===== config.mk =====
export PLATFORM = sky130hd
export DESIGN_NAME = uart_tx_fifo_flat
export DESIGN_NICKNAME = d
export VERILOG_FILES = /design/src/rtl/uart_tx_pkg.sv /design/src/rtl/uart_tx_fifo_if.sv /design/src/rtl/uart_tx_fifo_mem.sv /design/src/rtl/uart_tx_fifo.sv /design/src/flat_wrapper.sv
export SDC_FILE = /design/constraint.sdc
export NUM_CORES = 1
export LEC_CHECK = 0
export ABC_AREA = 1
export BUFFER_PORTS_ARGS = -buffer_cell sky130_fd_sc_hd__buf_2
export CORE_MARGIN = 1
export CORE_UTILIZATION = 54
export CTS_CLUSTER_DIAMETER = 150
export DETAILED_ROUTE_END_ITERATION = 10
export GPL_ROUTABILITY_DRIVEN = 0
export HOLD_SLACK_MARGIN = 0.12
export MAX_ROUTING_LAYER = met4
export PLACE_DENSITY = 0.83
export SKIP_LAST_GASP = 1
export SLEW_MARGIN = 20
export SYNTH_ARGS = -nofsm -noshare
export SYNTH_HDL_FRONTEND = slang
export SYNTH_SLANG_ARGS = --single-unit

===== constraint.sdc =====
create_clock -name CLK -period 2.25 [get_ports CLK]
set_input_delay 0.225 -clock CLK [delete_from_list [all_inputs] [get_ports CLK]]
set_output_delay 0.225 -clock CLK [all_outputs]
set_load 0.05 [all_outputs]

===== src/rtl/uart_tx_pkg.sv =====
// Shared definitions for the UART transmitter with its transmit FIFO:
// the frame FSM state encoding and the line levels of the framing bits.
package uart_tx_pkg;

    typedef enum logic [2:0] {
        IDLE   = 3'd0,
        START  = 3'd1,
        DATA   = 3'd2,
        PARITY = 3'd3,
        STOP   = 3'd4
    } tx_state_t;

    localparam logic START_BIT = 1'b0;
    localparam logic STOP_BIT  = 1'b1;

endpackage


===== src/rtl/uart_tx_fifo_if.sv =====
// Bundle of the parallel write side, frame configuration and serial/status
// outputs of the UART transmitter. The master side is whoever feeds words
// in; the slave side is the transmitter itself.
interface uart_tx_fifo_if #(
    parameter int DATA_SIZE  = 8,
    parameter int FIFO_DEPTH = 4,
    parameter int PRESCALE_W = 8
);
    logic [DATA_SIZE-1:0]            P_DATA;
    logic                            Data_Valid;
    logic                            Ready;
    logic                            PAR_EN;
    logic                            PAR_TYP;
    logic                            STOP2;
    logic [PRESCALE_W-1:0]           Prescale;
    logic                            TX_OUT;
    logic                            Busy;
    logic [$clog2(FIFO_DEPTH):0]     FIFO_LEVEL;

    modport master (
        output P_DATA, Data_Valid, PAR_EN, PAR_TYP, STOP2, Prescale,
        input  Ready, TX_OUT, Busy, FIFO_LEVEL
    );

    modport slave (
        input  P_DATA, Data_Valid, PAR_EN, PAR_TYP, STOP2, Prescale,
        output Ready, TX_OUT, Busy, FIFO_LEVEL
    );
endinterface


===== src/rtl/uart_tx_fifo_mem.sv =====
// Synchronous FIFO holding words waiting to be transmitted. Pointers carry
// one extra wrap bit so full and empty can be told apart; the storage array
// itself is never cleared, only the pointers are.
module uart_tx_fifo_mem #(
    parameter int DATA_SIZE  = 8,
    parameter int FIFO_DEPTH = 4
) (
    input  logic                          clk,
    input  logic                          rst_n,
    input  logic                          wr_en,
    input  logic [DATA_SIZE-1:0]          wr_data,
    input  logic                          rd_en,
    output logic [DATA_SIZE-1:0]          rd_data,
    output logic [$clog2(FIFO_DEPTH):0]   level,
    output logic                          full,
    output logic                          empty
);
    localparam int ADDR_W = $clog2(FIFO_DEPTH);

    logic [DATA_SIZE-1:0] mem [FIFO_DEPTH];
    logic [ADDR_W:0]      wr_ptr;
    logic [ADDR_W:0]      rd_ptr;
    logic                 do_write;
    logic                 do_read;

    assign do_write = wr_en && !full;
    assign do_read  = rd_en && !empty;

    assign empty   = (wr_ptr == rd_ptr);
    assign full    = (wr_ptr[ADDR_W] != rd_ptr[ADDR_W]) &&
                     (wr_ptr[ADDR_W-1:0] == rd_ptr[ADDR_W-1:0]);
    assign level   = wr_ptr - rd_ptr;
    assign rd_data = mem[rd_ptr[ADDR_W-1:0]];

    // Advance the pointers on accepted writes and reads; both may happen together.
    always_ff @(posedge clk or negedge rst_n) begin
        if (!rst_n) begin
            wr_ptr <= '0;
            rd_ptr <= '0;
        end else begin
            if (do_write) begin
                wr_ptr <= wr_ptr + 1'b1;
            end
            if (do_read) begin
                rd_ptr <= rd_ptr + 1'b1;
            end
        end
    end

    // Storage write; deliberately left out of reset.
    always_ff @(posedge clk) begin
        if (do_write) begin
            mem[wr_ptr[ADDR_W-1:0]] <= wr_data;
        end
    end

endmodule


===== src/rtl/uart_tx_fifo.sv =====
// UART transmitter fed from a small FIFO. Each popped word is latched
// together with its framing options so the frame on the line is immune to
// input changes once it has started. Frames run back to back while words
// remain queued.
module uart_tx_fifo
    import uart_tx_pkg::*;
#(
    parameter int DATA_SIZE  = 8,
    parameter int FIFO_DEPTH = 4,
    parameter int PRESCALE_W = 8
) (
    input  logic          CLK,
    input  logic          RST,
    uart_tx_fifo_if.slave bus
);
    localparam int IDX_W = $clog2(DATA_SIZE);
    localparam logic [IDX_W-1:0] LAST_IDX = IDX_W'(DATA_SIZE - 1);

    tx_state_t               state;
    tx_state_t               next_state;
    logic [PRESCALE_W-1:0]   timer;
    logic [PRESCALE_W-1:0]   next_timer;
    logic [IDX_W-1:0]        bit_idx;
    logic [IDX_W-1:0]        next_idx;
    logic                    tx_reg;
    logic                    next_tx;
    logic                    busy_reg;
    logic                    pop;
    logic                    bit_done;
    logic                    parity_bit;

    logic [DATA_SIZE-1:0]    frame_word;
    logic                    frame_par_en;
    logic                    frame_par_typ;
    logic                    frame_stop2;
    logic [PRESCALE_W-1:0]   frame_prescale;

    logic [DATA_SIZE-1:0]    fifo_rd_data;
    logic                    fifo_full;
    logic                    fifo_empty;
    logic                    fifo_wr;

    assign fifo_wr        = bus.Data_Valid && bus.Ready;
    assign bus.Ready      = !fifo_full;
    assign bus.TX_OUT     = tx_reg;
    assign bus.Busy       = busy_reg;

    uart_tx_fifo_mem #(
        .DATA_SIZE  (DATA_SIZE),
        .FIFO_DEPTH (FIFO_DEPTH)
    ) u_fifo (
        .clk     (CLK),
        .rst_n   (RST),
        .wr_en   (fifo_wr),
        .wr_data (bus.P_DATA),
        .rd_en   (pop),
        .rd_data (fifo_rd_data),
        .level   (bus.FIFO_LEVEL),
        .full    (fifo_full),
        .empty   (fifo_empty)
    );

    assign bit_done   = (timer == frame_prescale - 1'b1);
    assign parity_bit = (^frame_word) ^ frame_par_typ;

    // Capture the popped word and its framing options for the whole frame.
    always_ff @(posedge CLK or negedge RST) begin
        if (!RST) begin
            frame_word     <= '0;
            frame_par_en   <= 1'b0;
            frame_par_typ  <= 1'b0;
            frame_stop2    <= 1'b0;
            frame_prescale <= PRESCALE_W'(1);
        end else if (pop) begin
            frame_word     <= fifo_rd_data;
            frame_par_en   <= bus.PAR_EN;
            frame_par_typ  <= bus.PAR_TYP;
            frame_stop2    <= bus.STOP2;
            frame_prescale <= (bus.Prescale == '0) ? PRESCALE_W'(1) : bus.Prescale;
        end
    end

    // State, bit timer, bit index and registered line/busy outputs.
    always_ff @(posedge CLK or negedge RST) begin
        if (!RST) begin
            state    <= IDLE;
            timer    <= '0;
            bit_idx  <= '0;
            tx_reg   <= STOP_BIT;
            busy_reg <= 1'b0;
        end else begin
            state    <= next_state;
            timer    <= next_timer;
            bit_idx  <= next_idx;
            tx_reg   <= next_tx;
            busy_reg <= (next_state != IDLE);
        end
    end

    // Frame sequencing: move on when the current bit has lasted its full period.
    always_comb begin
        next_state = state;
        next_idx   = bit_idx;
        next_timer = (state == IDLE) ? '0 : timer + 1'b1;
        pop        = 1'b0;
        case (state)
            IDLE: begin
                if (!fifo_empty) begin
                    pop        = 1'b1;
                    next_state = START;
                    next_timer = '0;
                end
            end
            START: begin
                if (bit_done) begin
                    next_state = DATA;
                    next_idx   = '0;
                    next_timer = '0;
                end
            end
            DATA: begin
                if (bit_done) begin
                    next_timer = '0;
                    if (bit_idx == LAST_IDX) begin
                        next_idx   = '0;
                        next_state = frame_par_en ? PARITY : STOP;
                    end else begin
                        next_idx = bit_idx + 1'b1;
                    end
                end
            end
            PARITY: begin
                if (bit_done) begin
                    next_state = STOP;
                    next_idx   = '0;
                    next_timer = '0;
                end
            end
            STOP: begin
                if (bit_done) begin
                    next_timer = '0;
                    if (frame_stop2 && (bit_idx == '0)) begin
                        next_idx = IDX_W'(1);
                    end else if (!fifo_empty) begin
                        pop        = 1'b1;
                        next_state = START;
                    end else begin
                        next_state = IDLE;
                    end
                end
            end
            default: begin
                next_state = IDLE;
                next_timer = '0;
            end
        endcase
    end

    // Line level for the cycle after the edge, chosen from the bit being entered.
    always_comb begin
        next_tx = STOP_BIT;
        case (next_state)
            START:   next_tx = START_BIT;
            DATA:    next_tx = frame_word[next_idx];
            PARITY:  next_tx = parity_bit;
            default: next_tx = STOP_BIT;
        endcase
    end

endmodule


===== src/flat_wrapper.sv =====
// flat-port wrapper written by rule: the top's interface ports become plain ports
module uart_tx_fifo_flat import uart_tx_pkg::*;
#(
    parameter int DATA_SIZE  = 8,
    parameter int FIFO_DEPTH = 4,
    parameter int PRESCALE_W = 8
)
  (CLK, RST, bus_P_DATA, bus_Data_Valid, bus_PAR_EN, bus_PAR_TYP, bus_STOP2, bus_Prescale, bus_Ready, bus_TX_OUT, bus_Busy, bus_FIFO_LEVEL);
  uart_tx_fifo_if #(.DATA_SIZE(DATA_SIZE), .FIFO_DEPTH(FIFO_DEPTH), .PRESCALE_W(PRESCALE_W)) bus_i ();
  input  logic CLK;
  input  logic RST;
  input wire logic [$bits(bus_i.P_DATA)-1:0] bus_P_DATA;
  input wire logic [$bits(bus_i.Data_Valid)-1:0] bus_Data_Valid;
  input wire logic [$bits(bus_i.PAR_EN)-1:0] bus_PAR_EN;
  input wire logic [$bits(bus_i.PAR_TYP)-1:0] bus_PAR_TYP;
  input wire logic [$bits(bus_i.STOP2)-1:0] bus_STOP2;
  input wire logic [$bits(bus_i.Prescale)-1:0] bus_Prescale;
  output wire logic [$bits(bus_i.Ready)-1:0] bus_Ready;
  output wire logic [$bits(bus_i.TX_OUT)-1:0] bus_TX_OUT;
  output wire logic [$bits(bus_i.Busy)-1:0] bus_Busy;
  output wire logic [$bits(bus_i.FIFO_LEVEL)-1:0] bus_FIFO_LEVEL;
  assign bus_i.P_DATA = bus_P_DATA;
  assign bus_i.Data_Valid = bus_Data_Valid;
  assign bus_i.PAR_EN = bus_PAR_EN;
  assign bus_i.PAR_TYP = bus_PAR_TYP;
  assign bus_i.STOP2 = bus_STOP2;
  assign bus_i.Prescale = bus_Prescale;
  assign bus_Ready = bus_i.Ready;
  assign bus_TX_OUT = bus_i.TX_OUT;
  assign bus_Busy = bus_i.Busy;
  assign bus_FIFO_LEVEL = bus_i.FIFO_LEVEL;
  uart_tx_fifo #(.DATA_SIZE(DATA_SIZE), .FIFO_DEPTH(FIFO_DEPTH), .PRESCALE_W(PRESCALE_W)) u_core (.CLK(CLK), .RST(RST), .bus(bus_i));
endmodule

Word-level counts from Yosys, hierarchy flattened
Memory sizes are Yosys's and may differ from the RTL's. A register that Yosys moved wholly into a read port is not among the register bits.
Cells that the tools add are included.
{"block": "totals", "output_inout_bits": 6, "ramBits": 32, "latch_bits": 0, "ff_bits": 33, "memories": 1, "word_cells": 77, "inputBits": 22, "rom_bits": 0}
{"block": "op_classes", "muxes": 30, "n_bitwise": 1, "n_eq_ne": 12, "shift": 0, "magnitude_cmp": 1, "add_sub_neg": 6, "div": 0, "reduce_logical": 15, "n_mul": 0}
{"memory": "u_core.u_fifo.mem", "depth": 4, "word_bits": 8, "read_ports": 1, "rd_ports_with_merged_regs": 1, "write_ports": 1, "line": "uart_tx_fifo_mem.sv:20", "source": "logic [DATA_SIZE-1:0] mem [FIFO_DEPTH];"}
{"cell": "3-bit two-way mux", "n": 13}
{"cell": "8-bit two-way mux", "n": 4}
{"cell": "8-bit one-hot mux with 2 select lines", "n": 1}
{"cell": "3-bit one-hot mux with 5 select lines", "n": 1}
{"cell": "3-bit by 2-bit == test with 1-bit output (second input constant)", "n": 4}
{"cell": "3-bit by 1-bit adder with 3-bit output (second input constant)", "n": 3}
{"cell": "3-bit one-hot mux with 3 select lines", "n": 1}
{"cell": "8-bit by 1-bit adder with 8-bit output (second input constant)", "n": 1}
{"cell": "8-bit == test", "n": 1}
{"cell": "8-bit logical NOT", "n": 1}
{"cell": "8-bit parity", "n": 1}
{"cell": "8-bit by 1-bit subtractor with 8-bit output (second input constant)", "n": 1}
{"cell": "1-bit two-way mux", "n": 7}
{"cell": "3-bit by 1-bit == test with 1-bit output (second input constant)", "n": 2}
{"cell": "3-bit == test (second input constant)", "n": 2}
{"cell": "3-bit logical NOT", "n": 2}
{"cell": "1-bit logical AND", "n": 5}
{"cell": "3-bit by 4-bit < comparator with 1-bit output (second input constant)", "n": 1}
{"cell": "4-bit OR reduction", "n": 1}
{"cell": "1-bit binary-select mux with 3-bit select", "n": 1}
{"cell": "3-bit == test", "n": 1}
{"cell": "1-bit logical NOT", "n": 3}
{"cell": "1-bit one-hot mux with 3 select lines", "n": 1}
{"cell": "3-bit nonzero test", "n": 1}
{"cell": "other kinds (6)", "n": 6}

Depth between registers and ports, before layout
{"block": "logic_depth", "word_depth": 8, "depth_mapped": 20, "ltp_nobuf": 20}

Modules after synthesis
A second synthesis with hierarchy kept.
{"block": "hier_totals", "hier_cells": 421, "area_unflattened_um2": 3797.4}
{"module": "uart_tx_fifo", "seq_area_each_um2": 878.3, "area_per_inst_um2": 2104.5, "n_inst": 1, "cells_per_inst": 280}
{"module": "uart_tx_fifo_mem", "seq_area_each_um2": 1111.1, "area_per_inst_um2": 1692.9, "n_inst": 1, "cells_per_inst": 141}

Least setup slack after synthesis
Ideal clock, no wire load.
{"block": "synth_timing", "kind": "register -> register", "startpoint": "reg u_core.u_fifo.rd_ptr[1]", "endpoint": "mem u_core.u_fifo.mem[3][0], enable pin", "required_time_ns": 1.875, "arrival_time_ns": 2.240, "slack_ns": -0.365, "period_less_slack_ns": 2.615, "setup_ns": 0.375, "n_path_buf": 1, "stages_incl_launch_ff": 7, "path_cell_list": "dfrtp_1 > clkinv_1 > clkbuf_1 > ha_1 > nand3_1 > nand2_1 > nor2_1"}
{"block": "synth_between", "elab_chain_cells": 7}
{"item": "from (decl)", "line": "uart_tx_fifo_mem.sv:22", "source": "logic [ADDR_W:0] rd_ptr;"}
{"item": "from (signal assigned)", "line": "uart_tx_fifo_mem.sv:45", "source": "rd_ptr <= rd_ptr + 1'b1;"}
{"item": "2-bit == test *", "line": "uart_tx_fifo_mem.sv:31", "source": "(wr_ptr[ADDR_W-1:0] == rd_ptr[ADDR_W-1:0]);"}
{"item": "1-bit logical AND *", "line": "uart_tx_fifo_mem.sv:30", "source": "assign full = (wr_ptr[ADDR_W] != rd_ptr[ADDR_W]) &&"}
{"item": "1-bit logical NOT *", "line": "uart_tx_fifo.sv:44", "source": "assign bus.Ready = !fifo_full;"}
{"item": "via bus_Ready", "line": "flat_wrapper.sv:18", "source": "output wire logic [$bits(bus_i.Ready)-1:0] bus_Ready;"}
{"item": "1-bit logical AND", "line": "uart_tx_fifo.sv:43", "source": "assign fifo_wr = bus.Data_Valid && bus.Ready;"}
{"item": "1-bit logical AND *", "line": "uart_tx_fifo_mem.sv:26", "source": "assign do_write = wr_en && !full;"}
{"item": "1-bit two-way mux *", "line": "uart_tx_fifo_mem.sv:52", "source": "if (do_write) begin"}
{"item": "1-bit two-way mux (not written as such) *", "line": "uart_tx_fifo_mem.sv:53", "source": "mem[wr_ptr[ADDR_W-1:0]] <= wr_data;"}
{"item": "to (decl)", "line": "uart_tx_fifo_mem.sv:20"}
The timed path passes the listed nets; every way through them passes the cells marked *.

Final worst setup path
{"block": "layout_timing", "startpoint": "reg u_core.frame_prescale[0]", "endpoint": "reg u_core.frame_par_typ"}
{"block": "layout_between", "elab_chain_cells": 4}
{"item": "from (decl)", "line": "uart_tx_fifo.sv:36", "source": "logic [PRESCALE_W-1:0] frame_prescale;"}
{"item": "from (signal assigned)", "line": "uart_tx_fifo.sv:79", "source": "frame_prescale <= (bus.Prescale == '0) ? PRESCALE_W'(1) : bus.Prescale;"}
{"item": "8-bit by 1-bit subtractor with 8-bit output", "line": "uart_tx_fifo.sv:63", "source": "assign bit_done = (timer == frame_prescale - 1'b1);"}
{"item": "8-bit == test", "line": "uart_tx_fifo.sv:63"}
{"item": "1-bit two-way mux", "line": "uart_tx_fifo.sv:140", "source": "if (bit_done) begin"}
{"item": "1-bit one-hot mux with 2 select lines", "line": "uart_tx_fifo.sv:106", "source": "case (state)"}
{"item": "to (signal assigned)", "line": "uart_tx_fifo.sv:77", "source": "frame_par_typ <= bus.PAR_TYP;"}
{"item": "to (decl)", "line": "uart_tx_fifo.sv:34", "source": "logic frame_par_typ;"}
Every way passes these cells.
A chain may end at the register's enable or synchronous reset.

==> results.cfg <==
[sta]
grt_setup_unrepaired = yes
drv_slew = 0
setup_viol = 16
fin_tns_setup_ns = -0.857
period_needed_ns = 2.38
holdWs_ns = 0.130
maxSlewHeadroom_pct = 39.5
fin_ws_ns = -0.132
fmax_ghz = 0.420
skew_ns = 0.0153
tightest_slew_ns = 0.908
final_hold_viol_count = 0
post-route-period-util_pct = 106

[synthesis]
post_synth_fa_ha_maj_area_fraction_pct = 4.58
yosys.area_share.simple_pct = 22.4
synth_edf_count = 32
yosysWarnings = 0
syn_nets = 431
synth_top_family_by_area = simple AND/OR/NAND/NOR gates
synth_xor_xnor_area_share_pct = 4.71
syn_inst = 396
synth.area.mux_share_pct = 0.606
syn_area_sq_um = 3720
synthArstFlopShare_pct = 56.2
synth_flop_cell = dfrtp_1
syn_area_per_cell_sq_um = 9.38
synth_seq_cells = 73
synth_compound_area_share_pct = 7.91
yosys.cell_types.count = 38
synth_seq_area_share_pct = 53.5

[floorplan]
rows = 29
fp.coreArea_sq_um = 6490
die_h_um = 85.0
ioPinCount = 28
dieArea_sq_um = 7220
die_width_um = 85.0
initial_core_util_pct = 57.2

[layout]
final_area_sq_um = 4750
finish.utilization_pct = 73.1
diodes = 0
drive_gt1_share_pct = 30.1
fill_cells = 436
area_growth_pct = 27.8
nets = 499
fin_cells = 546

[cts]
clock_path_buffers = 2
insertion_delay_ns = 0.36
clk_pin_slew_ns = 0.09
htree_levels = 3
cts_root_buf = clkbuf_8
numCtsBuffers = 9
tritoncts = built
cts.sinks = 73

[pwr]
power_density_nw_per_um2 = 1520
p_total_mw = 7.21
power_leakage_nw = 2.14
ir_drop_v = 0.000867

[route]
dr.pass1.iters = 8
post_drt_wl_per_cell_um = 15.4
vias_per_cell = 5.44
antenna_left = 0
drc_errors = 2
drt-initial-drc-count = 222
num_vias = 2971
drt-total-wl_mm = 8.42

[worst_setup_path]
max_stage_delay_ns = 0.57
cp_max_fo = 8
required_ns = 2.49
worstPathArrival_ns = 2.63
cp-end-kind = flop
worstSetupStartpointType = flop
crit_type = reg2reg
cp_slowest_cell = dfstp_2
rr_worst_depth = 14
path_cells = inv_4, ha_4, nor2_4, nor2_2, nand2_1, nor2_1, nand3_1, nor2_4, nand2_4, inv_4, nand4_4, nand2_4, buf_12, mux2_4

[grt]
first_global_vias = 2947
antenna_found_initial = 0
track_usage_pct = 23.9
grt_pass1_wl_mm = 13.0
gr-total-overflow = 0
grt_max_degree = 42

[run_status]
violations = design-rule violations, negative setup slack
status = complete, but fails checks

[place]
dp_hpwl_mm = 5.01
dpl.cell_count = 505
dp_slack_ns = -0.0509
portBuffers = 27
postPlaceCellArea_sq_um = 4080

[job]
cap_violations = 0

[hold_path]
hp-class = in2reg
whs_path_depth = 2
-- placed cells by master (no fill, tap or decap), types with 3 or more instances in the layout --
cell and count:
inv_2 8, a21oi_1 15, xor2_1 14, nand2_1 75, buf_8 3, xnor2_1 6, inv_1 38, o21ai_1 9
ha_1 11, nor2_1 26, nor2_2 11, a32o_1 8, nand2_4 9, dfrtp_1 39, buf_2 27, buf_6 3
o21ai_2 5, dlygate4sd3_1 19, inv_6 3, nand2_2 13, nand3_2 7, a21oi_2 9, clkbuf_8 9, buf_12 3
edfxtp_1 32, buf_4 9, nor3_1 4, nor2_4 8, nand3_1 18
-- routing by layer --
metal / track usage (%) / vias up / part of all wire, %
met3: 4.47 / 25 / 3.9
li1: - / 1435 / -
met2: 42.3 / 96 / 53
met5: - / - / 0
met1: 27.1 / 1415 / 40
met4: 8.47 / 0 / 2.2
-- logic make-up after synthesis --
group,count (synthesis)
and+or+nand+nor,181
DFF,73
buffers and inverters,58
AOI/OAI and AO/OA,49
xor gates and xnor gates,20
adders and majority gates,13
muxes,2
-- repair_timing --
action                                  4_1_cts  5_1_grt
hold buffers                                 19        0
endpoints found under the setup margin       11       24
gates resized for setup                       2       68
buffers inserted                              3        2
gates cloned                                  0        1
hold endpoints to repair                     81        0
pin swaps                                     3       14
-- worst max-delay path: cells and delay by family (launching register included) --
kind / cells / cell delay, ns
simple gates: 9 / 0.85
flops: 1 / 0.57
mux: 1 / 0.30
fa+ha+maj: 1 / 0.27
buf+inv: 3 / 0.26
-- worst paths after layout --
| check | end | start | slack, ns |
|---|---|---|---|
| min in group asynchronous | u_core.timer[7]$_DFF_PN0_ | RST | 0.55 |
| max | u_core.frame_par_typ$_DFFE_PN0P_ | u_core.frame_prescale[0]$_DFFE_PN1P_ | -0.13 |
| min reg2reg | u_core.u_fifo.wr_ptr[2]$_DFFE_PN0P_ | u_core.u_fifo.wr_ptr[2]$_DFFE_PN0P_ | 0.50 |
| max in group asynchronous | u_core.timer[5]$_DFF_PN0_ | RST | 1.14 |
| min | u_core.frame_par_typ$_DFFE_PN0P_ | bus_PAR_TYP | 0.13 |
| max reg2reg | u_core.frame_par_typ$_DFFE_PN0P_ | u_core.frame_prescale[0]$_DFFE_PN1P_ | -0.13 |
-- sequential cells by signal (all words and copies together), names as in the netlist --
name                   cells
u_core.frame_stop2         1
u_core.bus.Busy            1
u_core.timer               8
u_core.u_fifo.wr_ptr       3
u_core.bit_idx             3
u_core.u_fifo.rd_ptr       3
u_core.u_fifo.mem         32
u_core.state               3
u_core.frame_par_typ       1
u_core.frame_prescale      8
u_core.frame_word          8
u_core.bus.TX_OUT          1
u_core.frame_par_en        1
-- synth_stat cells (2+ instances only) --
cell type	number	area, sq um
nor3b_1	2	15.0
inv_1	39	146
edfxtp_1	32	961
a21oi_1	22	110
clkbuf_1	4	15.0
clkinv_1	2	7.51
nand4_1	2	12.5
dfstp_2	2	52.6
buf_2	2	10.0
nor2_2	4	25.0
nand3_1	22	110
xor2_1	14	123
nor3_1	4	20.0
nand3_2	3	30.0
inv_2	9	33.8
nand2_1	89	334
o21ai_0	12	60.1
dfrtp_1	39	976
a32o_1	8	80.1
xnor2_1	6	52.6
a21oi_2	2	17.5
ha_1	12	150
o21ai_1	4	20.0
nor2_1	38	143
mux2_1	2	22.5
nand2_2	5	31.3
nand2_4	3	33.8
nor2_4	3	33.8
-- power by group --
part | internal (mW) | switching (mW) | leakage (nW)
Clock | 0.531 | 0.560 | 0.0988
Sequential | 1.87 | 0.380 | 0.783
Combinational | 1.50 | 2.37 | 1.26
Total | 3.90 | 3.31 | 2.14
-- area by class of cell --
class | instances | area, sq um | share of cell area [%]
clock inverters | 7 | 82.6 | 1.74
flip-flops and latches | 73 | 1990 | 41.9
multi-input cells | 265 | 1710 | 36.0
repair buffers | 65 | 557 | 11.7
inverters | 50 | 193 | 4.06
well taps | 77 | 96.3 | 2.03
clock buffers | 9 | 124 | 2.61
Note: power is estimated with default switching activity, not from simulation.
